==> src/rtl/inst_fetch_if.sv <==
`default_nettype none
// ============================================================================
// Module      : inst_fetch_if
// Description : Bundle between the fetch unit and its surroundings: pipeline
//               control, branch/exception redirect, instruction ROM bus and
//               the IF/ID register outputs.
// Revision    : 1.0 - initial release
// ============================================================================
interface inst_fetch_if;
  logic [5:0]  stall;
  logic        flush;
  logic [31:0] new_pc;
  logic        branch_flag_i;
  logic [31:0] branch_target_address_i;
  logic        rom_ce_o;
  logic [31:0] rom_addr_o;
  logic [31:0] rom_data_i;
  logic [31:0] id_pc_o;
  logic [31:0] id_inst_o;
  logic        id_valid_o;
  logic        fault_o;

  // Fetch unit side: drives the ROM bus and the IF/ID register.
  modport master (
    input  stall, flush, new_pc, branch_flag_i, branch_target_address_i,
    input  rom_data_i,
    output rom_ce_o, rom_addr_o, id_pc_o, id_inst_o, id_valid_o, fault_o
  );

  // Environment side: control, ROM and decode stage.
  modport slave (
    output stall, flush, new_pc, branch_flag_i, branch_target_address_i,
    output rom_data_i,
    input  rom_ce_o, rom_addr_o, id_pc_o, id_inst_o, id_valid_o, fault_o
  );
endinterface
`default_nettype wire

==> src/rtl/inst_fetch.sv <==
`default_nettype none
// ============================================================================
// Module      : inst_fetch
// Description : Instruction-fetch front end. Generates the PC, drives the
//               combinational instruction ROM, and fills the IF/ID register.
//               Handles stalls, bubbles, delayed branches, exception flushes
//               and misaligned/out-of-range fetch faults.
// Revision    : 1.0 - initial release
// ============================================================================
module inst_fetch #(
  parameter logic [31:0] RESET_PC          = 32'h0000_0000,
  parameter int          INST_MEM_NUM_LOG2 = 17
) (
  input  logic         clk,
  input  logic         rst,
  inst_fetch_if.master bus
);

  localparam logic [1:0] c_IDLE  = 2'd0;
  localparam logic [1:0] c_RUN   = 2'd1;
  localparam logic [1:0] c_FAULT = 2'd2;

  // First byte-address bit that must be zero for an in-range fetch.
  localparam int c_ADDR_MSB = INST_MEM_NUM_LOG2 + 2;

  logic [1:0]  r_state;
  logic [1:0]  w_next_state;
  logic [31:0] r_pc;
  logic [31:0] w_cand_pc;
  logic [31:0] w_next_pc;
  logic        r_rom_ce;
  logic        r_fault;
  logic        w_rom_ce_d;
  logic        w_fault_d;
  logic [31:0] r_id_pc;
  logic [31:0] r_id_inst;
  logic        r_id_valid;
  logic        w_misaligned;
  logic        w_out_of_range;
  logic        w_bad;
  logic        w_unused_stall;

  // Upper stall bits belong to later stages.
  assign w_unused_stall = ^bus.stall[5:3];

  // Candidate next PC by redirect priority; stalls and branches only matter in RUN.
  always_comb begin
    w_cand_pc = r_pc;
    case (r_state)
      c_RUN: begin
        if (bus.flush)              w_cand_pc = bus.new_pc;
        else if (bus.stall[0])      w_cand_pc = r_pc;
        else if (bus.branch_flag_i) w_cand_pc = bus.branch_target_address_i;
        else                        w_cand_pc = r_pc + 32'd4;
      end
      c_FAULT: begin
        if (bus.flush) w_cand_pc = bus.new_pc;
      end
      default: w_cand_pc = r_pc;
    endcase
  end

  assign w_misaligned = |w_cand_pc[1:0];

  generate
    if (c_ADDR_MSB < 32) begin : g_range_check
      assign w_out_of_range = |w_cand_pc[31:c_ADDR_MSB];
    end else begin : g_full_range
      assign w_out_of_range = 1'b0;
    end
  endgenerate

  assign w_bad = w_misaligned | w_out_of_range;

  // Next-state and next-PC selection; a bad candidate is still loaded so it can be reported.
  always_comb begin
    w_next_state = r_state;
    w_next_pc    = r_pc;
    case (r_state)
      c_IDLE: begin
        w_next_state = c_RUN;
      end
      c_RUN: begin
        w_next_pc    = w_cand_pc;
        w_next_state = w_bad ? c_FAULT : c_RUN;
      end
      c_FAULT: begin
        if (bus.flush) begin
          w_next_pc    = w_cand_pc;
          w_next_state = w_bad ? c_FAULT : c_RUN;
        end
      end
      default: begin
        w_next_state = c_IDLE;
        w_next_pc    = RESET_PC;
      end
    endcase
  end

  // Registered outputs are decoded from the state being entered.
  always_comb begin
    w_rom_ce_d = (w_next_state == c_RUN);
    w_fault_d  = (w_next_state == c_FAULT);
  end

  // State, PC and registered ROM enable / fault flag.
  always_ff @(posedge clk or posedge rst) begin
    if (rst) begin
      r_state  <= c_IDLE;
      r_pc     <= RESET_PC;
      r_rom_ce <= 1'b0;
      r_fault  <= 1'b0;
    end else begin
      r_state  <= w_next_state;
      r_pc     <= w_next_pc;
      r_rom_ce <= w_rom_ce_d;
      r_fault  <= w_fault_d;
    end
  end

  // IF/ID register: flush beats stall, bubble when IF stalls but ID moves on.
  always_ff @(posedge clk or posedge rst) begin
    if (rst) begin
      r_id_pc    <= 32'd0;
      r_id_inst  <= 32'd0;
      r_id_valid <= 1'b0;
    end else if (bus.flush || (bus.stall[1] && !bus.stall[2])) begin
      r_id_pc    <= 32'd0;
      r_id_inst  <= 32'd0;
      r_id_valid <= 1'b0;
    end else if (bus.stall[1]) begin
      r_id_pc    <= r_id_pc;
      r_id_inst  <= r_id_inst;
      r_id_valid <= r_id_valid;
    end else if (r_rom_ce) begin
      r_id_pc    <= r_pc;
      r_id_inst  <= bus.rom_data_i;
      r_id_valid <= 1'b1;
    end else begin
      r_id_pc    <= 32'd0;
      r_id_inst  <= 32'd0;
      r_id_valid <= 1'b0;
    end
  end

  assign bus.rom_ce_o   = r_rom_ce;
  assign bus.rom_addr_o = r_pc;
  assign bus.fault_o    = r_fault;
  assign bus.id_pc_o    = r_id_pc;
  assign bus.id_inst_o  = r_id_inst;
  assign bus.id_valid_o = r_id_valid;

endmodule
`default_nettype wire
==> src/flat_wrapper.sv <==
// flat-port wrapper written by rule: the top's interface ports become plain ports
module inst_fetch_flat 
#(
  parameter logic [31:0] RESET_PC          = 32'h0000_0000,
  parameter int          INST_MEM_NUM_LOG2 = 17
)
  (clk, rst, bus_stall, bus_flush, bus_new_pc, bus_branch_flag_i, bus_branch_target_address_i, bus_rom_data_i, bus_rom_ce_o, bus_rom_addr_o, bus_id_pc_o, bus_id_inst_o, bus_id_valid_o, bus_fault_o);
  inst_fetch_if bus_i ();
  input  logic clk;
  input  logic rst;
  input wire logic [$bits(bus_i.stall)-1:0] bus_stall;
  input wire logic [$bits(bus_i.flush)-1:0] bus_flush;
  input wire logic [$bits(bus_i.new_pc)-1:0] bus_new_pc;
  input wire logic [$bits(bus_i.branch_flag_i)-1:0] bus_branch_flag_i;
  input wire logic [$bits(bus_i.branch_target_address_i)-1:0] bus_branch_target_address_i;
  input wire logic [$bits(bus_i.rom_data_i)-1:0] bus_rom_data_i;
  output wire logic [$bits(bus_i.rom_ce_o)-1:0] bus_rom_ce_o;
  output wire logic [$bits(bus_i.rom_addr_o)-1:0] bus_rom_addr_o;
  output wire logic [$bits(bus_i.id_pc_o)-1:0] bus_id_pc_o;
  output wire logic [$bits(bus_i.id_inst_o)-1:0] bus_id_inst_o;
  output wire logic [$bits(bus_i.id_valid_o)-1:0] bus_id_valid_o;
  output wire logic [$bits(bus_i.fault_o)-1:0] bus_fault_o;
  assign bus_i.stall = bus_stall;
  assign bus_i.flush = bus_flush;
  assign bus_i.new_pc = bus_new_pc;
  assign bus_i.branch_flag_i = bus_branch_flag_i;
  assign bus_i.branch_target_address_i = bus_branch_target_address_i;
  assign bus_i.rom_data_i = bus_rom_data_i;
  assign bus_rom_ce_o = bus_i.rom_ce_o;
  assign bus_rom_addr_o = bus_i.rom_addr_o;
  assign bus_id_pc_o = bus_i.id_pc_o;
  assign bus_id_inst_o = bus_i.id_inst_o;
  assign bus_id_valid_o = bus_i.id_valid_o;
  assign bus_fault_o = bus_i.fault_o;
  inst_fetch #(.RESET_PC(RESET_PC), .INST_MEM_NUM_LOG2(INST_MEM_NUM_LOG2)) u_core (.clk(clk), .rst(rst), .bus(bus_i));
endmodule
==> config.mk <==
export PLATFORM = sky130hd
export DESIGN_NAME = inst_fetch_flat
export DESIGN_NICKNAME = d
export VERILOG_FILES = /design/src/rtl/inst_fetch_if.sv /design/src/rtl/inst_fetch.sv /design/src/flat_wrapper.sv
export SDC_FILE = /design/constraint.sdc
export NUM_CORES = 1
export LEC_CHECK = 0
export ABC_AREA = 1
export BUFFER_PORTS_ARGS = -buffer_cell sky130_fd_sc_hd__buf_2
export CAP_MARGIN = 0
export CORE_ASPECT_RATIO = 0.75
export CORE_MARGIN = 5
export CORE_UTILIZATION = 51
export DETAILED_ROUTE_END_ITERATION = 12
export GPL_ROUTABILITY_DRIVEN = 0
export GPL_TIMING_DRIVEN = 0
export PLACE_DENSITY = 0.86
export SLEW_MARGIN = 5
export SYNTH_ARGS = -nofsm -noshare
export SYNTH_HDL_FRONTEND = slang
export SYNTH_SLANG_ARGS = --single-unit
==> constraint.sdc <==
create_clock -name clk -period 3.8 [get_ports clk]
set_clock_uncertainty 0.2 [all_clocks]
set_input_delay 0.57 -clock clk [delete_from_list [all_inputs] [get_ports clk]]
set_output_delay 0.57 -clock clk [all_outputs]
set_load 0.01 [all_outputs]
==> out/qor.yml <==
initial_utilization_pct: 51.67
cts_tree: "done"
cts_root_buffer: "clkbuf_16"
cts.sinks: 101
hold_path.class: "input pin to asynchronous set/reset pin"
cts_buffer_depth: 2
wl_per_cell_um: 16.42
tightest_slew_ps: 633.4
ys_warn_count: 0
synth.net_count: 937
hold_viol: 0
drt_iter0_drc: 593
ant_nets: 0
holdBufCountCts: 0
dr_wl_met2_um: 8506
grt.total_usage_pct: 27.90
crit_path_cell_trace: "inv_1, ha_1, clkbuf_1, buf_2, nand2_1, nor2_1, inv_1, clkbuf_1, o22ai_1"
relSlewSlack_pct: 57.77
die_area_mm2: 0.01396
grt_pass1_vias: 6310
drcViolationCount: 0
vias: 6601
cp_max_fo: 10
nets: 1148
synthDistinctLibCells: 34
core_mm2: 0.01153
numCtsBuffers: 9
endpoint_kind: "flip-flop"
row_count: 34
synth_flop_cell: "dfrtp_1"
max_freq_mhz: 335.4
grt_start_max_net_pins: 54
drt-met1-wl_um: 8359
yosysMostFrequentCell: "nand2_1"
crit_path_max_incr_delay_ps: 440
slew_violations: 0
finalPower_uw: 4149
cts_setup_buffers: 0
avgSynthCellArea_um2: 7.212
setup-violations-final: 0
fillers: 1031
highest_layer: "met4"
synth_cells: 826
grt_overflow_total: 0
die_y_um: 103.6
clk_latency_ps: 350
layout-drive-gt1-share_pct: 25.05
htree_num_levels: 3
drv_cap: 0
status: "finished clean"
yosys_register_bits: 101
synthTopCellsByArea: "dfrtp_1 42%, nand2_1 12%, inv_1 10%"
drt-total-wl_um: 19760
seq_area_frac_synth_pct: 42.43
irDropWorstVdd_mv: 0.3790
io_pins: 205
required_ps: 3870
grt_pass1_wl_um: 31350
p_leak_uw: 0.003819
portBuffers: 199
dr.pass1.iters: 5
synth-async-reset-ratio_pct: 100.0
die_w_um: 134.8
period_minus_slack_ps: 2982
path_class: "flip-flop to flip-flop"
cp-start-kind: "flip-flop"
diodes: 0
synth_top_area_cell: "dfrtp_1"
yosys-top-cells-count: "195 x nand2_1, 165 x inv_1, 101 x dfrtp_1"
seqCellArea_mm2: 0.002527
wl_met3_um: 2293
post_cts_resized: 0
via_per_inst: 5.483
powerDensity_mw_per_mm2: 555.0
critPathSlowestCell: "nor2_1"
grt_setup_unrepaired: "no"
dpl.hpwl_um: 15320
synth-edff-count: 0
worst_slack_ps: 818.5
cp.arrival_ps: 3050
antenna_found_initial: 0
multiInputGateArea_mm2: 0.002635
syn_area_mm2: 0.005957
place_ws_ps: 768.4
clk_pin_slew_worst_paths_ps: 80
area_delta_synth_final_pct: 25.50
fin_crit_sh_pct: 78.46
synth_top_area_share_pct: 42.43
layout by cell type (no fill, tap or decap), types with 6 or more instances in the layout:
| cell type | n |
|---|---|
| clkbuf_16 | 9 |
| dfrtp_1 | 101 |
| or2_2 | 8 |
| nand2_2 | 9 |
| buf_1 | 6 |
| nor2_1 | 40 |
| nor2_2 | 7 |
| xor2_1 | 8 |
| o21a_1 | 11 |
| a22oi_1 | 12 |
| clkbuf_1 | 22 |
| o21ai_0 | 43 |
| o22ai_1 | 78 |
| nand3_1 | 37 |
| a211oi_1 | 9 |
| a21oi_1 | 27 |
| nand2_1 | 195 |
| inv_1 | 164 |
| buf_2 | 210 |
sequential cells by signal, summed over array words and instances, names as in the netlist:
| signal | flops |
|---|---|
| u_core.bus.fault_o | 1 |
| u_core.bus.id_inst_o | 32 |
| u_core.bus.id_pc_o | 32 |
| u_core.bus.id_valid_o | 1 |
| u_core.bus.rom_addr_o | 32 |
| u_core.bus.rom_ce_o | 1 |
| u_core.r_state | 2 |
cell families (layout without fill, tap and decap cells):
kind of cell | after synthesis | in the layout | synth area share, %
buf+inv | 208 | 424 | 13.34
flops | 101 | 101 | 42.43
simple gates | 316 | 316 | 22.98
compound gates | 188 | 188 | 19.03
xor+xnor | 8 | 8 | 1.176
fa+ha+maj | 5 | 5 | 1.050
cell type report:
cell class | instances | share of cell area, %
Buffer | 39 | 2.142
Clock buffer | 9 | 3.013
Clock inverter | 7 | 0.8703
Inverter | 169 | 8.519
Multi-Input combinational cell | 517 | 35.25
Sequential cell | 101 | 33.81
Tap cell | 162 | 2.711
Timing Repair Buffer | 200 | 13.69
path summary, 6_finish.rpt:
check,startpoint,end,slack [ps],cells after the start
max,u_core.r_state[0],u_core.bus.rom_addr_o[5],820,9
min,rst,u_core.bus.id_inst_o[9],100,2
max reg2reg,u_core.r_state[0],u_core.bus.rom_addr_o[5],820,9
min reg2reg,u_core.bus.id_inst_o[5],u_core.bus.id_inst_o[5],340,2
max in group asynchronous,rst,u_core.bus.rom_addr_o[17],2610,3
min in group clk,bus_rom_data_i[6],u_core.bus.id_inst_o[6],270,3
layer usage:
layer  global-route usage, %  vias to the layer above
li1                        -                     3091
met3                   6.831                       67
met4                   9.666                        0
met1                   39.11                     3025
met2                   42.22                      418
met5                       0                        -
worst max-delay path: cells and delay by family (launching register included):
| kind | cells | cell delay [ps] |
|---|---|---|
| buffers and inverters | 5 | 1240 |
| AO/OA/AOI/OAI | 1 | 200 |
| adder cells (fa/ha/maj) | 1 | 270 |
| flip-flops | 1 | 410 |
| AND/OR/NAND/NOR | 2 | 570 |
stage by stage:
step	std cells	cell area (um2)	hold WS, ps	utilization (%)	TNS (ps)
2_1_floorplan	826	5957	354.7	-	0
3_3_place_gp	1187	7156	322.3	62.07	-77160
3_5_place_dp	1188	7186	327.3	62.33	0
4_1_cts	1204	7476	117.8	64.85	0
5_1_grt	1204	7476	148.8	64.85	0
6_report	1204	7476	97.59	64.85	0
power by group:
group	leakage (uW)	switching [uW]	total, uW	internal [uW]
combinational	0.00228	1150	1740	583
sequential	0.00139	256	1510	1250
clock	0.000144	447	906	459
Note: power is estimated with default switching activity, not from simulation.
